$ cat src/rtl/contador_descendente_if.sv
// Control/status bundle for the loadable down-counter: the master drives the
// load/step controls, the slave (the counter) returns count and status strobes.
interface contador_descendente_if #(
  parameter int W = 5
);
  logic         enable;
  logic         load;
  logic [W-1:0] carga;
  logic         recarga;
  logic [W-1:0] count;
  logic         pulso;
  logic         activo;

  modport master (
    output enable, load, carga, recarga,
    input  count, pulso, activo
  );

  modport slave (
    input  enable, load, carga, recarga,
    output count, pulso, activo
  );
endinterface

$ cat src/rtl/contador_descendente.sv
// Loadable down-counter/timer: counts a preset down to zero on enabled cycles,
// emits a one-cycle pulso at terminal count, then stops or reloads.
module contador_descendente #(
  parameter int MAXIMACUENTA = 28
) (
  input logic                    clk,
  input logic                    rst,
  contador_descendente_if.slave  bus
);
  localparam int W = $clog2(MAXIMACUENTA);
  localparam logic [W-1:0] MAXVAL = W'(MAXIMACUENTA - 1);
  localparam logic [W-1:0] ONE    = W'(1);
  localparam logic [W-1:0] ZERO   = W'(0);

  typedef enum logic [0:0] {
    REPOSO   = 1'b0,
    CONTANDO = 1'b1
  } estado_t;

  estado_t      state_q, state_d;
  logic [W-1:0] count_q, count_d;
  logic [W-1:0] preset_q, preset_d;
  logic         pulso_q, pulso_d;
  logic         activo_q, activo_d;
  logic [W-1:0] carga_sat_s;
  logic         evento_s;

  // Out-of-range start values saturate to the top of the count range.
  assign carga_sat_s = (bus.carga > MAXVAL) ? MAXVAL : bus.carga;

  // State, counter, preset and registered outputs; rst wins over everything.
  always_ff @(posedge clk) begin
    if (rst) begin
      state_q  <= REPOSO;
      count_q  <= ZERO;
      preset_q <= ZERO;
      pulso_q  <= 1'b0;
      activo_q <= 1'b0;
    end else begin
      state_q  <= state_d;
      count_q  <= count_d;
      preset_q <= preset_d;
      pulso_q  <= pulso_d;
      activo_q <= activo_d;
    end
  end

  // Next state: load beats an enabled step; terminal count reloads or stops.
  always_comb begin
    state_d  = state_q;
    count_d  = count_q;
    preset_d = preset_q;
    evento_s = 1'b0;
    if (bus.load) begin
      count_d  = carga_sat_s;
      preset_d = carga_sat_s;
      state_d  = CONTANDO;
    end else begin
      case (state_q)
        CONTANDO: begin
          if (bus.enable) begin
            if (count_q != ZERO) begin
              count_d = count_q - ONE;
            end else begin
              evento_s = 1'b1;
              if (bus.recarga) begin
                count_d = preset_q;
                state_d = CONTANDO;
              end else begin
                count_d = ZERO;
                state_d = REPOSO;
              end
            end
          end else begin
            count_d = count_q;
          end
        end
        REPOSO: begin
          state_d = REPOSO;
        end
        default: begin
          state_d = REPOSO;
        end
      endcase
    end
  end

  // Output decode; activo follows the next state so it moves with the state edge.
  always_comb begin
    pulso_d  = evento_s;
    activo_d = (state_d == CONTANDO);
  end

  assign bus.count  = count_q;
  assign bus.pulso  = pulso_q;
  assign bus.activo = activo_q;
endmodule

$ cat src/flat_wrapper.sv
// flat-port wrapper written by rule: the top's interface ports become plain ports
module contador_descendente_flat 
#(
  parameter int MAXIMACUENTA = 28
)
  (clk, rst, bus_enable, bus_load, bus_carga, bus_recarga, bus_count, bus_pulso, bus_activo);
  contador_descendente_if #(.W((5))) bus_i ();
  input logic clk;
  input logic rst;
  input wire logic [$bits(bus_i.enable)-1:0] bus_enable;
  input wire logic [$bits(bus_i.load)-1:0] bus_load;
  input wire logic [$bits(bus_i.carga)-1:0] bus_carga;
  input wire logic [$bits(bus_i.recarga)-1:0] bus_recarga;
  output wire logic [$bits(bus_i.count)-1:0] bus_count;
  output wire logic [$bits(bus_i.pulso)-1:0] bus_pulso;
  output wire logic [$bits(bus_i.activo)-1:0] bus_activo;
  assign bus_i.enable = bus_enable;
  assign bus_i.load = bus_load;
  assign bus_i.carga = bus_carga;
  assign bus_i.recarga = bus_recarga;
  assign bus_count = bus_i.count;
  assign bus_pulso = bus_i.pulso;
  assign bus_activo = bus_i.activo;
  contador_descendente #(.MAXIMACUENTA(MAXIMACUENTA)) u_core (.clk(clk), .rst(rst), .bus(bus_i));
endmodule
$ cat config.mk
export PLATFORM = sky130hd
export DESIGN_NAME = contador_descendente_flat
export DESIGN_NICKNAME = d
export VERILOG_FILES = /design/src/rtl/contador_descendente_if.sv /design/src/rtl/contador_descendente.sv /design/src/flat_wrapper.sv
export SDC_FILE = /design/constraint.sdc
export NUM_CORES = 1
export LEC_CHECK = 0
export ABC_AREA = 1
export BUFFER_PORTS_ARGS = -buffer_cell sky130_fd_sc_hd__clkbuf_2
export CORE_MARGIN = 2
export CORE_UTILIZATION = 40
export DETAILED_ROUTE_END_ITERATION = 16
export PLACE_DENSITY = 0.66
export SYNTH_ARGS = -nofsm -noshare
export SYNTH_HDL_FRONTEND = slang
export SYNTH_SLANG_ARGS = --single-unit
$ cat constraint.sdc
create_clock -name clk -period 1.95 [get_ports clk]
set_input_delay 0 -clock clk [delete_from_list [all_inputs] [get_ports clk]]
set_output_delay 0 -clock clk [all_outputs]
set_load 0.01 [all_outputs]
# Word level (Yosys, flattened, before mapping)

Cells that the tools add are included.

Register bits after elaboration: 12
Bits in latches: 0
Bits in writable memories: 0
ROM bits: 0
Input port bits: 10
Output and inout bits: 7
Word-level logic and storage cells: 25
Memories kept: 0

$add $sub $neg: 1
$mul: 0
Div/mod/pow operators: 0
$lt $le $gt $ge: 1
Eq/ne operators: 0
Shifts and indexed selects: 0
Mux-type cells: 12
Bitwise gates (word level): 2
Reductions and logical operators: 5

Operator list:

| cell                                                  | number |
|---|---|
| 2-to-1 mux 5 bit                                      | 6 |
| greater-than comparator 5 bit (second input constant) | 1 |
| 2-to-1 mux 1 bit                                      | 5 |
| nonzero test 5 bit                                    | 1 |
| subtractor 5 x 1 -> 5 bit (second input constant)     | 1 |
| nonzero test 2 bit                                    | 2 |
| OR reduction 4 bit                                    | 1 |
| NOT 1 bit                                             | 2 |
| case mux 1 bit (2 select lines)                       | 1 |
| AND reduction 2 bit                                   | 1 |

# Depth between registers and ports, before layout

Gate-level depths: netlist of the first run.

Depth after elaboration: 5
Mapped depth: 8
Depth with buffers taken out: 8

# Least setup slack after synthesis of the first run

No wires, ideal clock.

Path kind: reg-to-reg
From: reg u_core.count_q[0] (netlist: u_core.bus.count[0])
To: reg u_core.count_q[3] (netlist: u_core.bus.count[3])
Setup time: 112 ps
Arrival: 1,066 ps
Setup slack: 771 ps
Cell stages (with the launch flop): 9
Clock period less this slack: 1,179 ps
Cells stage by stage: dfxtp_1 inv_1 ha_1 nand3_4 nor2_4 nand2_1 nand2_1 nand2_1 nand2_1

Cells in the longest elaborated chain, start to end: 5

Ends and longest elaborated chain:

| element                                                         | RTL line                                               | source |
|---|---|---|
| start, declared                                                 | contador_descendente.sv:21                             | `logic [W-1:0] count_q, count_d;` |
| start signal, assigned                                          | contador_descendente.sv:41                             | `count_q <= count_d;` |
| subtractor 5 x 1 -> 5 bit or nonzero test 5 bit (tied branches) | contador_descendente.sv:63, contador_descendente.sv:62 |  |
| 2-to-1 mux 5 bit *                                              | contador_descendente.sv:62                             | `if (count_q != ZERO) begin` |
| 2-to-1 mux 5 bit *                                              | contador_descendente.sv:61                             | `if (bus.enable) begin` |
| 2-to-1 mux 5 bit *                                              | contador_descendente.sv:59                             | `case (state_q)` |
| 2-to-1 mux 5 bit *                                              | contador_descendente.sv:54                             | `if (bus.load) begin` |

Mark *: on every way between the ends. The rest lies on a longest branch, timed or not. The select of a mux whose other input is x is not followed.
A chain may end at the register's enable or synchronous reset.

# Worst setup path in the final report of the first run

From: reg u_core.count_q[0] (netlist: u_core.bus.count[0])
To: reg u_core.count_q[0] (netlist: u_core.bus.count[0])

The elaborated chain is that of the path after synthesis.

==> impl_results.md, run 1 <==
* Post-cts sizing count at 0
* Critical-path cell with the highest stage delay: ha_1
* Row Count at 14
* Mean area per synthesized cell at 6.62 um2
* Final antenna diode count at 0
* Min-Delay Path Class: input port to flop
* Final count of hold timing violations at 0
* Area of placed instances at 739 um2
* Worst Slack Setup Final at 0.664 ns
* Clock input transition at the sequential cells of the worst setup and hold paths at 0.07 ns
* Rel. slew slack at roughly 83%
* Net total in the final layout at roughly 130
* Die Y-Extent at 44.5 um
* Outcome: complete, no violations
* Number of buffers and inverters on the critical path at 1
* Number of max-cap violations at 0
* Number of top-level design ports at 17
* Data arrival time at the worst-slack endpoint at 1.51 ns
* Final count of pins violating max slew at 0
* Number of different library cells in the post-synthesis netlist at 18
* Maximum number of pins on one net before global-route repair at 10
* Total number of vias at 641
* Share of final-layout standard cells stronger than drive strength 1 at 21.6%
* P_leak at around 0.4 nW
* Power per unit of standard cell area at between 700 and 800 nW/um2
* Maximum count of clock buffers along a single path at 2
* Post-Route Hold Slack at 0.00230 ns
* Post-synthesis net count at 110
* Final setup violation count at 0
* Cell repeated most along the worst path: nand2_1
* Post-route fraction of the period consumed by the critical path at between 60% and 70%
* Maximum fanout along the worst path at 6
* Slowest stage delay, CP at between 0.3 and 0.4 ns
* Total Routed Length at 1.39 mm
* Sequential share of the synthesized area at 36.6%
* First-pass GRT wire length at 2.33 mm
* Antenna violations before repair at 0
* Via count of the first global-routing pass at 556
* Clock latency reported for the late side of the worst-skew pair at ~0.27 ns
* RSZ-0062 raised after global routing: no
* Postcts setup bufs at 0
* Flops & latches, synth at 12
* Count of input and output buffers at 16
* Aggregate global routing overflow at 0
* Worst setup skew after layout at between 0.002 and 0.0025 ns
* DP Wirelength at 1.10 mm
* Die Area at 1980 um2
* Worst IR Drop VDD at 0.397 mV
* Total routing usage reported by global routing at between 10% and 20%
* Root Buffer: clkbuf_4
* Crit end category: flop
* Critical Path Source Type: flop
* Number of antenna-violating nets in the routed design at 0
* Core region area at 1520 um2
* Initial core utilization at 43.0%
* Worst endpoint required time at 2.17 ns
* Final Instance Area at approximately 760 um2
* Clock tree from TritonCTS: yes
* Area added between synthesis and finish at 16.2%
* Post-Syn Area at roughly 660 um2
* TritonRoute pass-1 iters at 4
* DRC violation count after routing at 0
* DRC marker count from the first detailed-route iteration at 10
* Pin slew with the least headroom to its limit at roughly 0.26 ns
* TNS Setup at 0 ns
* Gate family responsible for the most delay along the worst path: simple AND/OR/NAND/NOR gates
* Hold buffer count at cts at 0
* Core utilization of the finished layout at 50.0%
* Post-Syn Instances at 99
* Clock period minus final worst setup slack at 1.29 ns
* Fmax at 0.777 GHz
* Weighted congestion at the end of routability-driven global placement at 0.793
* Synthesis Warnings at 0
* Cell breakdown of the critical path: inv_1 > ha_1 > nand3_4 > nor2_4 > nand2_1 > nand2_1 > nand2_1 > nand2_1
* Total CTS buffers at 3
* Routed wire length per instance at ~11 um
* Vias per cell at 4.86
* Floorplan die width at roughly 44 um
* Worst setup slack before clock tree synthesis at 0.688 ns
* TritonCTS sink count at 12
* H-tree Lvls at 1
* Start-to-end type of the worst setup path: flop to flop
worst paths after layout:
check,start,endpoint,slack [ns],cells after the start
max,u_core.bus.count[0],u_core.bus.count[0],0.66,8
min,bus_carga[4],u_core.preset_q[4],0.002,3
min reg2reg,u_core.preset_q[0],u_core.preset_q[0],0.47,2
max reg2reg,u_core.bus.count[0],u_core.bus.count[0],0.66,8
final cells by class:
class / instances / area (um2)
Clock buffer: 3 / 22.5
Fill cell: 170 / 762
Inverter: 15 / 56.3
Multi-Input combinational cell: 70 / 343
Sequential cell: 12 / 240
Tap cell: 16 / 20.0
Timing Repair Buffer: 16 / 80.1
worst min-delay path: stages:
cell	delay [ns]
clkbuf_2	0.09
nand2_1	0.08
a21oi_1	0.06
flip-flops by register name (all words and copies together) (netlist names):
signal	flops
u_core.bus.count	5
u_core.preset_q	5
u_core.bus.pulso	1
u_core.state_q	1
layout by cell type (no fill, tap or decap):
master,Yosys,final
nand2_1,38,38
clkbuf_2,0,16
inv_1,14,14
dfxtp_1,12,12
o21ai_0,9,9
a21oi_1,5,5
nand3_1,5,5
nand4_1,3,3
clkbuf_4,0,3
nor2_4,2,2
nor2_1,2,2
inv_2,1,1
nor2_2,1,1
nand3_4,1,1
nor3_1,1,1
nand2_2,1,1
xor2_1,1,1
ha_1,1,1
per-layer routing:
metal	global-route usage (%)	up-vias	share of wire [%]
met2	23.5	15	45
met3	6.12	5	5.7
met1	21.0	278	47
met4	9.09	0	2.0
met5	0	-	0
li1	-	343	-
cells by family (layout without fill, tap and decap cells):
kind of cell	Yosys count	after routing	share of synthesized area, %
AOI/OAI and AO/OA	14	14	10.7
buffers and inverters	17	34	11.1
adders and majority gates	1	1	1.91
DFF	12	12	36.6
and+or+nand+nor	54	54	38.4
xor gates and xnor gates	1	1	1.34
per-stage QoR:
stage | power (W) | std cells
3_5_place_dp | 0.000410 | 129
3_3_place_gp | 0.000408 | 129
6_report | 0.000556 | 132
2_1_floorplan | 0.000375 | 99
5_1_grt | 0.000594 | 132
4_1_cts | 0.000559 | 132
synth_stat cells:
cell     number  area (um2)
buf_6         1        11.3
nand2_1      38         143
xor2_1        1        8.76
nand2_2       1        6.26
inv_1        14        52.6
ha_1          1        12.5
nand3_1       5        25.0
nor3_1        1        5.00
nand4_1       3        18.8
nor2_1        2        7.51
nor2_4        2        22.5
o21ai_0       9        45.0
nor2_2        1        6.26
inv_2         1        3.75
a21oi_1       5        25.0
buf_2         1        5.00
dfxtp_1      12         240
nand3_4       1        17.5
power breakdown:
| part | leakage (nW) | total, W | internal, W | switching (W) |
|---|---|---|---|---|
| Clock | 0.0138 | 0.000151 | 0.0000715 | 0.0000791 |
| Sequential | 0.0991 | 0.000274 | 0.000261 | 0.0000126 |
| Combinational | 0.288 | 0.000131 | 0.0000505 | 0.0000806 |
(Power assumes the default switching activity.)
==> run 2: changes to the inputs <==
- clock period: 1.95 -> 1.3 ns (I/O delays scaled with it)
==> run 2 against run 1 <==
Flip-flop and latch count unchanged; highest routed layer unchanged; clock skew down 0.0016 ns; register-to-register slack worse by 0.50 ns; worst setup slack worse by 0.50 ns; critical path depth unchanged; clock power up 95%; routed wire length up 0.79%; global-route usage up 0.50 points; largest power group unchanged; first-iteration DRC count down 20%.
==> impl_results.md, run 2 (synthesis gave the netlist of run 1 again) <==
* Die Area at 1980 um2 (unchanged)
* Data arrival time at the worst-slack endpoint at 1.36 ns (-0.15 ns)
* Weighted congestion at the end of routability-driven global placement at 0.768 (-3.1%)
* Fmax at 0.877 GHz (+13%)
* # fillers at 160 (-5.9%)
* Most common cell after layout, fill and taps aside: nand2_1
* Power per unit of standard cell area at 1150 nW/um2 (+58%)
* Post-route fraction of the period consumed by the critical path at 87.7% (+22 points)
* Commonest cells after routing, fill and taps aside: 38 x nand2_1, 16 x clkbuf_2, 14 x inv_1, 12 x dfxtp_1, 9 x o21ai_0
* Final antenna diode count at 0 (unchanged)
* Maximum fanout along the worst path at 6 (unchanged)
* Rel. slew slack at 84.3% (+1.3 points)
* Maximum number of pins on one net before global-route repair at 10 (unchanged)
* Min-Delay Path Class: input port to flop
* Total Routed Length at 1.40 mm (+0.79%)
* Aggregate global routing overflow at 0 (unchanged)
* Number of max-cap violations at 0 (unchanged)
* Count of input and output buffers at 16 (unchanged)
* Number of top-level design ports at 17 (unchanged)
* Clock latency reported for the late side of the worst-skew pair at 0.27 ns (about the same)
* First-pass GRT wire length at 2.48 mm (+6.2%)
* P_leak at 0.416 nW (+3.7%)
* Clock input transition at the sequential cells of the worst setup and hold paths at 0.08 ns (about the same)
* Pin slew with the least headroom to its limit at 0.236 ns (-0.0199 ns)
* Outcome: complete, no violations
* Clock period minus final worst setup slack at 1.14 ns (-0.146 ns)
* DP Wirelength at 1.12 mm (+2.1%)
* TritonRoute pass-1 iters at 4 (unchanged)
* TNS Setup at 0 ns (unchanged)
* Final count of hold timing violations at 0 (unchanged)
* Vias per cell at 4.95 (+1.9%)
* DRC marker count from the first detailed-route iteration at 8 (-2)
* Row Count at 14 (unchanged)
* Worst IR Drop VDD at 0.576 mV (+45%)
* Total routing usage reported by global routing at 16.9% (+0.50 points)
* Start-to-end type of the worst setup path: flop to flop
* TritonCTS sink count at 12 (unchanged)
* DRC violation count after routing at 0 (unchanged)
* Initial core utilization at 43.0% (unchanged)
* Clock tree from TritonCTS: yes
* H-tree Lvls at 1 (unchanged)
* Worst setup skew after layout at 0.000554 ns (-0.00160 ns)
* RSZ-0062 raised after global routing: no
* Number of antenna-violating nets in the routed design at 0 (unchanged)
* Routed wire length per instance at 10.3 um (-1.4%)
* Root Buffer: clkbuf_4
* Core region area at 1520 um2 (unchanged)
* Share of final-layout standard cells stronger than drive strength 1 at 24.4% (+2.8 points)
* Worst endpoint required time at 1.52 ns (-0.65 ns)
* Final count of pins violating max slew at 0 (unchanged)
* Crit end category: flop
* Critical Path Source Type: flop
* Die Y-Extent at 44.5 um (unchanged)
* Via count of the first global-routing pass at 569 (+2.3%)
* Total number of vias at 668 (+4.2%)
* Maximum count of clock buffers along a single path at 2 (unchanged)
* Final setup violation count at 0 (unchanged)
* Net total in the final layout at 131 (+1.6%)
* Total CTS buffers at 3 (unchanged)
* Floorplan die width at 44.5 um (unchanged)
* Antenna violations before repair at 0 (unchanged)
* Hold buffer count at cts at 0 (unchanged)
* Area added between synthesis and finish at 21.0%
* Core utilization of the finished layout at 52.1% (+2.1 points)
run 2: changes by cell type in the layout (fill, tap and decap cells not counted), sizes merged:
cell | before | now
buf | 0 | 2
clkbuf | 19 | 20
run 2: where the power goes:
group | internal [W] | switching (W) | leakage (nW)
registers | 0.000392 | 0.0000190 | 0.0991
clock network | 0.000170 | 0.000125 | 0.0210
logic | 0.0000828 | 0.000123 | 0.296
run 2: final timing paths:
kind / cells after the start / to / startpoint / slack (ns)
worst max register to register: 8 / u_core.bus.count[3] / u_core.bus.count[0] / 0.16
worst max-delay path: 8 / u_core.bus.count[3] / u_core.bus.count[0] / 0.16
worst min-delay path: 3 / u_core.preset_q[3] / bus_carga[3] / 0.004
worst min register to register: 2 / u_core.preset_q[3] / u_core.preset_q[3] / 0.47
run 2: critical path: stages, from the launching register on:
cell and delay, ns:
dfxtp_1 0.31, inv_1 0.07, ha_2 0.25, nand3_4 0.13, nor2_4 0.12, nand2_1 0.05
nand2_1 0.06, nand2_1 0.04, nand2_1 0.05
run 2: metrics by stage:
step                std cells  area, um2  total power, W  setup slack (ns)  hold slack (ns)
finish                    135        793        0.000912             0.159          0.00383
global route              135        793        0.000978            0.0339           0.0255
CTS                       135        791        0.000916            0.0952          0.00580
detailed placement        131        754        0.000622             0.111            0.291
global placement          131        754        0.000621             0.124            0.282
floorplan                  99        656        0.000562             0.121            0.163
run 2: per-layer routing:
| layer | share of wire (%) | GRT usage, % | vias to the layer above |
|---|---|---|---|
| met5 | 0 | 0 | - |
| met4 | 1.5 | 9.09 | 0 |
| met3 | 6.5 | 3.27 | 4 |
| met2 | 43 | 22.9 | 22 |
| met1 | 49 | 24.7 | 291 |
| li1 | - | - | 351 |
run 2: final cells by class:
cell class	instances	area, um2	area share (%)
Sequential cell	12	240	30.3
Clock buffer	4	36.3	4.57
Inverter	15	56.3	7.10
Timing Repair Buffer	18	95.1	12.0
Multi-Input combinational cell	70	345	43.5
Tap cell	16	20.0	2.52
run 2: what timing repair did:
| action | 4_1_cts | 5_1_grt |
|---|---|---|
| buffers inserted | 0 | 0 |
| endpoints found under the setup margin | 0 | 2 |
| gates resized for setup | 0 | 1 |
==> run 3: changes to the inputs <==
- CORE_UTILIZATION: 40 -> 49
- PLACE_DENSITY: 0.66 -> 0.78
==> run 3 against run 2 <==
Combinational power barely moved; total power fell by 8.1%; worst setup slack better by 0.0040 ns; flip-flop and latch count unchanged; non-clock buffer count decreased by 1; first-iteration DRC count increased by 13%; global-route usage increased by 2.4 points; utilization increased by 9.5 points; final cell count shrank 2.2%; sequential share of layout area rose by 0.49 points; critical path type unchanged; largest power group unchanged; highest routed layer unchanged.
==> impl_results.md, run 3 (synthesis gave the netlist of run 1 again) <==
* Post-route fraction of the period consumed by the critical path at 87.4% (-0.31 points)
* Cell count after placement at 129 (-1.5%)
* Vias per cell at 4.96 (+0.28%)
* Core region area at 1270 um2 (-17%)
* Post-Route Hold Slack at 0.0118 ns (+0.00793 ns)
* Total power consumption of the routed design at 0.000838 W (-8.1%)
* Weighted congestion at the end of routability-driven global placement at 0.839 (+9.1%)
* Total Routed Length at 1.27 mm (-8.9%)
* Power per unit of standard cell area at 1070 nW/um2 (-6.6%)
* Min-Delay Path Class: input port to flop
* Total CTS buffers at 3 (unchanged)
* Routed wire length per instance at 9.64 um (-6.8%)
* Root Buffer: clkbuf_4
* Share of final-layout standard cells stronger than drive strength 1 at 23.1% (-1.3 points)
* DRC violation count after routing at 0 (unchanged)
* Via count of the first global-routing pass at 513 (-9.8%)
* Area added between synthesis and finish at 19.1%
* RSZ-0062 raised after global routing: no
* Final cell count without fillers at 132 (-2.2%)
* Rel. slew slack at 84.0% (-0.28 points)
* Maximum fanout along the worst path at 6 (unchanged)
* Crit end category: flop
* Worst IR Drop VDD at 0.700 mV (+22%)
* TNS Setup at 0 ns (unchanged)
* Final count of hold timing violations at 0 (unchanged)
* Worst Slack Setup Final at 0.163 ns (+0.00399 ns)
* Floorplan die width at 40.6 um (-8.8%)
* Initial core utilization at 51.7% (+8.7 points)
* Outcome: complete, no violations
* Clock tree from TritonCTS: yes
* Count of input and output buffers at 16 (unchanged)
* Antenna violations before repair at 0 (unchanged)
* H-tree Lvls at 1 (unchanged)
* TritonRoute pass-1 iters at 4 (unchanged)
* Commonest cells after routing, fill and taps aside: 38 x nand2_1, 16 x clkbuf_2, 14 x inv_1, 12 x dfxtp_1, 9 x o21ai_0
* Number of top-level design ports at 17 (unchanged)
* TritonCTS sink count at 12 (unchanged)
* DRC marker count from the first detailed-route iteration at 9 (+1)
* Data arrival time at the worst-slack endpoint at 1.35 ns (about the same)
* Clock input transition at the sequential cells of the worst setup and hold paths at 0.07 ns (about the same)
* Final setup violation count at 0 (unchanged)
* Net total in the final layout at 130 (-0.76%)
* Worst setup slack before clock tree synthesis at 0.0768 ns (-0.0340 ns)
* # fillers at 120 (-25%)
* Pin slew with the least headroom to its limit at 0.240 ns (+0.00414 ns)
* Clock latency reported for the late side of the worst-skew pair at 0.27 ns (about the same)
* Die Area at 1650 um2 (-17%)
* Maximum number of pins on one net before global-route repair at 10 (unchanged)
* Final antenna diode count at 0 (unchanged)
* First-pass GRT wire length at 2.08 mm (-16%)
* Worst setup skew after layout at 0.00104 ns (+0.000490 ns)
* Maximum count of clock buffers along a single path at 2 (unchanged)
* P_leak at 0.406 nW (-2.3%)
* Worst endpoint required time at 1.52 ns (about the same)
* Hold buffer count at cts at 0 (unchanged)
* Fmax at 0.880 GHz (+0.35%)
* Aggregate global routing overflow at 0 (unchanged)
* Row Count at 13 (-1)
* Total routing usage reported by global routing at 19.3% (+2.4 points)
* Number of antenna-violating nets in the routed design at 0 (unchanged)
* Total number of vias at 655 (-1.9%)
* Start-to-end type of the worst setup path: flop to flop
* Critical Path Source Type: flop
* Final count of pins violating max slew at 0 (unchanged)
* Number of max-cap violations at 0 (unchanged)
* Clock period minus final worst setup slack at 1.14 ns (-0.00399 ns)
* Die Y-Extent at 40.6 um (-8.8%)
* Most common cell after layout, fill and taps aside: nand2_1
* DP Wirelength at 1.03 mm (-8.2%)
-- run 3: changes by cell type in the layout (fill, tap and decap cells not counted) --
cell / previous run / this run
buf_4: 2 / 1
clkbuf_8: 1 / 0
ha_4: 0 / 1
ha_2: 1 / 0
-- run 3: timing repair --
item,CTS,global route
setup endpoints to repair,0,4
setup buffers,0,0
gates resized for setup,0,2
-- run 3: critical path: stages, from the launching register on --
cell and delay (ns):
dfxtp_1 0.31, inv_1 0.13, ha_4 0.19, nand3_4 0.12, nor2_4 0.11, nand2_1 0.05
nand2_1 0.06, nand2_1 0.04, nand2_1 0.06
-- run 3: routing by layer --
metal	part of all wire, %	track usage, %
met3	3.9	3.33
met4	1.5	7.50
met5	0	0
met1	49	25.4
met2	46	31.0
-- run 3: final timing paths --
path	cells past startpoint	end	startpoint	slack, ns
worst max-delay path	8	u_core.bus.count[3]	u_core.bus.count[1]	0.16
worst min-delay path	3	u_core.preset_q[3]	bus_carga[3]	0.01
worst max register to register	8	u_core.bus.count[3]	u_core.bus.count[1]	0.16
worst min register to register	2	u_core.preset_q[2]	u_core.preset_q[2]	0.46
-- run 3: where the power goes --
| group | internal (W) | switching (W) | leakage, nW |
|---|---|---|---|
| logic | 0.0000842 | 0.000121 | 0.293 |
| registers | 0.000392 | 0.0000184 | 0.0991 |
| clock network | 0.000107 | 0.000115 | 0.0138 |
| total | 0.000583 | 0.000255 | 0.406 |
-- run 3: area by class of cell --
cell class	instances	area, um2	area share (%)
well taps	15	18.8	2.40
repair buffers	17	87.6	11.2
multi-input cells	70	355	45.5
inverters	15	56.3	7.21
clock buffers	3	22.5	2.88
flip-flops and latches	12	240	30.8
-- run 3: through the flow --
stage / util, % / area [um2]
final: 61.5 / 781
after global routing: 61.5 / 781
after CTS: 60.6 / 768
after detailed placement: 58.8 / 746
after global placement: 58.8 / 746
after floorplan: - / 656
